==> config.mk <==
export PLATFORM = sky130hd
export DESIGN_NAME = stopwatch_core
export DESIGN_NICKNAME = d
export VERILOG_FILES = /design/src/rtl/stopwatch_core.sv
export SDC_FILE = /design/constraint.sdc
export NUM_CORES = 1
export LEC_CHECK = 0
export CAP_MARGIN = 20
export CORE_MARGIN = 8
export CORE_UTILIZATION = 25
export CTS_BUF_LIST = sky130_fd_sc_hd__clkbuf_16
export CTS_CLUSTER_SIZE = 24
export DETAILED_ROUTE_END_ITERATION = 7
export GPL_ROUTABILITY_DRIVEN = 1
export GPL_TIMING_DRIVEN = 0
export PLACE_DENSITY = 0.43
export SYNTH_ARGS = -nofsm -noshare
export SYNTH_HDL_FRONTEND = slang
export SYNTH_SLANG_ARGS = --single-unit
==> constraint.sdc <==
create_clock -name clk -period 2 [get_ports clk]
set_clock_uncertainty 0.1 [all_clocks]
set_input_delay 0.2 -clock clk [delete_from_list [all_inputs] [get_ports clk]]
set_output_delay 0.2 -clock clk [all_outputs]
set_load 0.005 [all_outputs]
==> src/rtl/stopwatch_core.sv <==
// BCD minutes:seconds timekeeping core: counts on the 1 Hz enable, steps the
// selected field on the 2 Hz enable in adjust mode, and blinks that field.
module stopwatch_core #(
    parameter int unsigned MIN_MAX = 99,
    parameter int unsigned SEC_MAX = 59
) (
    input  logic       clk,
    input  logic       rst,
    input  logic       one_hz_tick,
    input  logic       two_hz_tick,
    input  logic       blink_tick,
    input  logic       pause_pulse,
    input  logic       adj,
    input  logic       sel,
    output logic [3:0] min_tens,
    output logic [3:0] min_ones,
    output logic [3:0] sec_tens,
    output logic [3:0] sec_ones,
    output logic       blank_min,
    output logic       blank_sec,
    output logic       paused
);

    localparam logic [7:0] MIN_MAX_BCD = {4'(MIN_MAX / 10), 4'(MIN_MAX % 10)};
    localparam logic [7:0] SEC_MAX_BCD = {4'(SEC_MAX / 10), 4'(SEC_MAX % 10)};

    // Two-digit BCD increment that wraps to 00 after the field maximum.
    function automatic logic [7:0] bcd_inc(input logic [7:0] v, input logic [7:0] vmax);
        if (v == vmax)
            return 8'h00;
        else if (v[3:0] == 4'd9)
            return {v[7:4] + 4'd1, 4'd0};
        else
            return {v[7:4], v[3:0] + 4'd1};
    endfunction

    logic [7:0] min_q, min_d;
    logic [7:0] sec_q, sec_d;
    logic       paused_q, paused_d;
    logic       phase_q, phase_d;
    logic       blank_min_q, blank_min_d;
    logic       blank_sec_q, blank_sec_d;

    always_comb begin
        min_d    = min_q;
        sec_d    = sec_q;
        paused_d = paused_q ^ pause_pulse;
        phase_d  = adj ? (phase_q ^ blink_tick) : 1'b0;

        if (!adj) begin
            // Counting uses the pause state before any same-cycle toggle.
            if (one_hz_tick && !paused_q) begin
                sec_d = bcd_inc(sec_q, SEC_MAX_BCD);
                if (sec_q == SEC_MAX_BCD)
                    min_d = bcd_inc(min_q, MIN_MAX_BCD);
            end
        end else if (two_hz_tick) begin
            if (sel)
                sec_d = bcd_inc(sec_q, SEC_MAX_BCD);
            else
                min_d = bcd_inc(min_q, MIN_MAX_BCD);
        end

        // Flags follow the new phase so a blink edge shows one cycle after its tick.
        blank_min_d = adj & ~sel & phase_d;
        blank_sec_d = adj & sel & phase_d;
    end

    always_ff @(posedge clk) begin
        if (rst) begin
            min_q       <= '0;
            sec_q       <= '0;
            paused_q    <= 1'b0;
            phase_q     <= 1'b0;
            blank_min_q <= 1'b0;
            blank_sec_q <= 1'b0;
        end else begin
            min_q       <= min_d;
            sec_q       <= sec_d;
            paused_q    <= paused_d;
            phase_q     <= phase_d;
            blank_min_q <= blank_min_d;
            blank_sec_q <= blank_sec_d;
        end
    end

    assign min_tens  = min_q[7:4];
    assign min_ones  = min_q[3:0];
    assign sec_tens  = sec_q[7:4];
    assign sec_ones  = sec_q[3:0];
    assign blank_min = blank_min_q;
    assign blank_sec = blank_sec_q;
    assign paused    = paused_q;

endmodule

Word-level counts from Yosys, hierarchy flattened
Index checks and enable logic that the tools add are counted.

Flip-flop bits (word level): 20. Bits in latches: 0. Memory bits (writable): 0. Memory bits (read-only): 0. Bits of input ports: 8. Logic and storage cells: 44. Memories: 0.

$add $sub $neg: 4. Multipliers: 0. Div/mod/pow operators: 0. Order comparisons: 0. Equal/unequal tests: 7. Shift-type cells: 0. Muxes and demuxes: 14. Bitwise operators: 7. Reduce and logical (&&, ||, !) cells: 6.

Operators by type and width (count): 2-to-1 mux 8 bit (13); adder 4 x 1 -> 4 bit, second input constant (4); == test 4 bit, second input constant (2); == test 8 x 7 -> 1 bit, second input constant (1); == test 8 bit, second input constant (1); bitwise AND 1 bit (4); != test 2 bit, second input constant (2); AND reduction 4 bit (1); nonzero test 2 bit (2); AND reduction 3 bit (1); != test 2 x 1 -> 1 bit, second input constant (1); XOR 1 bit (2); logical AND 1 bit (1); zero test 1 bit (1); 2-to-1 mux 1 bit (1); inverter 1 bit (1).

Logic depth before layout (Yosys ltp)
Depth in word-level cells: 6. Mapped depth: 7.

Least setup slack after synthesis
Ideal clock, no wire load.

Path type: reg-to-reg. From: register sec_q[5]. To: register min_q[7]. Arrival: 1564 ps. Path slack: 220 ps. Stages on the path, launching flop included: 8. Path buffers: 1. Period minus slack after synthesis: 1780 ps. Path through: dfxtp_1 -> inv_1 -> ha_1 -> and3b_1 -> a31oi_1 -> buf_2 -> o31ai_1 -> and3b_1.

Cells in the longest elaborated chain, start to end: 3.

RTL lines: start, declared (line 38) `logic [7:0] sec_q, sec_d;`; start signal, assigned (line 72) `sec_q <= '0;`; start signal, assigned (line 79) `sec_q <= sec_d;`; == test 8 x 7 -> 1 bit (line 54) `if (sec_q == SEC_MAX_BCD)`; nonzero test 2 bit (no line); AND reduction 4 bit (no line); end signal, assigned (line 78) `min_q <= min_d;`; end, declared (line 37) `logic [7:0] min_q, min_d;`.

No other way between the ends. A chain may end at the register's enable or synchronous reset.

Worst setup path in the final report
From: input adj. To: register sec_q[7].

Cells in the longest elaborated chain, start to end: 2.

RTL lines: start, declared (line 13) `input logic adj,`; != test 2 x 1 -> 1 bit (no line) (tied with other cells); AND reduction 3 bit (no line).

Several ways; a longest one is shown, not always the timed one.

==> results.yml <==
finish:
  stdcell_area_sq_um: 1410
  n_antenna_cell: 0
  syn2layout_area_growth_pct: 42.0
  final_util_pct: 36.1
  final_nets: 159
  drive_gt1_share_pct: 6.38
  regArea_sq_um: 402
  multiInputGateArea_sq_um: 576
  fillerInstances: 416
grt:
  antenna_found_initial: 0
  grt_overflow: 0
  grt_pass1_vias: 855
  grt_max_degree: 11
  grtUsageTotal_pct: 7.98
  grt_pass1_wl_microns: 4020
run_status:
  outcome: "complete, no violations"
timing:
  drv_slew: 0
  tns_ns: 0
  rsz0062_at_grt: "true"
  fin_crit_sh_pct: 94.2
  slew_headroom_pct: 68.4
  fmax_mhz: 531
  hold_violations: 0
  finalSetupViolations: 0
  period_needed_ns: 1.88
  whs_ns: 0.400
  tightestPinTransition_ns: 0.474
pwr:
  power_density_nw_per_um2: 644
  peakVddDrop_v: 0.000413
  p_leak_nw: 0.493
  power_uw: 910
synthesis:
  yosysTopAreaCellShare_pct: 40.3
  synth_nets: 128
  ys_seq_elements: 20
  synth_most_common_cell: "dfxtp_1"
  synth_cells: 112
  syn_area_sq_um: 995
  synthTopCellsByCount: "20 x dfxtp_1, 11 x a21oi_1, 8 x ha_1, 8 x nor2_1, 8 x o21ai_0"
  seq_area_frac_synth_pct: 40.3
  async_flop_share_pct: 0
  ys.flop_type: "dfxtp_1"
  synth_cell_types: 31
  synthTopCellsByArea: "dfxtp_1 40%, ha_1 10%, a21oi_1 5.5%"
  synth_top_cell_by_area: "dfxtp_1"
  yosysWarnings: 0
  synth.avg_cell_area_sq_um: 8.88
  synth_edf_count: 0
clock_tree:
  cts_tree: "built"
  numClockSinks: 20
  cts_buffers: 3
  cts_hold_buffers: 0
  htree_levels: 1
  worstSkewPairLatency_ns: 0.25
  root_buffer: "clkbuf_16"
  cts_setup_buffers: 0
  path_clk_slew_ns: 0.05
  clk_path_buf_depth: 2
routing:
  drc_errors: 0
  m1WireLength_microns: 1090
  top_layer_used: "met4"
  drt-pass1-iter-count: 4
  wire_per_inst_microns: 12.8
  drtAntennaViolNets: 0
  num_vias: 899
  viasPerCell: 4.71
  met2_length_microns: 1200
  dr_wl_met3_microns: 135
  drt-total-wl_microns: 2440
  drt_iter0_drc: 41
placed_design:
  gp_congestion: 0.746
  placedInstanceArea_sq_um: 1320
  place_hpwl_microns: 1880
  io_buffer_count: 26
critical_path:
  worst-setup-path-type: "in -> reg"
  end_kind: "register"
  critical_path_required_ns: 2.08
  critPathSlowestCell: "clkdlybuf4s50_1"
  cp_data_arrival_time_ns: 1.96
  cp_max_fo: 6
  slowest_delay_ns: 0.50
  path_cells: "clkdlybuf4s50_1, nor3b_2, o21ai_1, or4_1, a21oi_1"
  cp-start-kind: "input port"
die:
  die_area_sq_um: 6250
  initial_core_util_pct: 25.4
  rows: 23
  core_area_sq_um: 3910
  ios: 27
  dieWidth_microns: 79.1
  die_h_microns: 79.1
run:
  drv_cap: 0
hold_path:
  hold_path.class: "reg -> reg"
==> worst max-delay path: cells and delay by family <==
family                 cells  cell delay, ns
buffers and inverters      1            0.50
and+or+nand+nor            2            0.87
AOI/OAI and AO/OA          2            0.38
==> kinds of logic (layout without fill, tap and decap cells) <==
| logic type | count (synthesis) | after routing | synth area share (%) |
|---|---|---|---|
| simple gates | 43 | 43 | 25.9 |
| compound gates | 26 | 26 | 14.8 |
| flops | 20 | 20 | 40.3 |
| buf+inv | 9 | 38 | 3.52 |
| xor+xnor | 5 | 5 | 4.40 |
| fa+ha+maj | 8 | 8 | 10.1 |
| mux | 1 | 1 | 1.01 |
==> per-stage QoR <==
stage,setup WS [ns],cells
finish,0.117,191
global route,-0.00289,191
CTS,0.0368,191
detailed placement,-0.140,188
global placement,-0.146,188
floorplan,0.220,112
==> power breakdown <==
part	switching, mW	total [mW]	internal, mW
Clock	0.141	0.405	0.263
Combinational	0.0346	0.0826	0.0479
Sequential	0.0129	0.422	0.409
==> registers in the layout, indices dropped and copies added, names as in the netlist <==
signal     cells
blank_min      1
min_q          8
paused         1
phase_q        1
sec_q          8
blank_sec      1
==> layout make-up <==
class	instances	share of cell area, %
tap	50	4.43
timing repair buffer	26	18.4
inverter	7	1.86
buffer	2	0.797
clock buffer	3	5.31
multi-input combinational	83	40.7
sequential	20	28.4
==> path summary, 6_finish.rpt <==
kind / startpoint / endpoint / slack, ns / depth (start not counted)
setup reg to reg: sec_q[0] / sec_q[7] / 0.15 / 5
hold reg to reg: sec_q[7] / sec_q[7] / 0.40 / 2
hold / removal: sec_q[7] / sec_q[7] / 0.40 / 2
setup / recovery: adj / sec_q[7] / 0.12 / 5
==> layout by cell type (no fill, tap or decap), types with 4 or more instances in the layout <==
cell type / instances
inv_1: 7
or3_1: 4
or4_1: 5
xnor2_1: 4
a21oi_1: 11
ha_1: 8
and3b_1: 4
dfxtp_1: 19
nand3_1: 6
nand2_1: 6
nor2_1: 8
clkdlybuf4s50_1: 26
o21ai_0: 8
==> what timing repair did <==
action,CTS,global route
endpoints found under the setup margin,8,8
resized for setup,1,4
endpoints found under the hold margin,0,0
pin swaps,0,0
==> layer usage <==
layer  vias to the layer above  GRT usage (%)
li1                        461              -
met1                       423           8.68
met2                        13           13.7
met3                         2           3.16
met4                         0           2.78
met5                         -              0
Note: power is estimated with default switching activity, not from simulation.
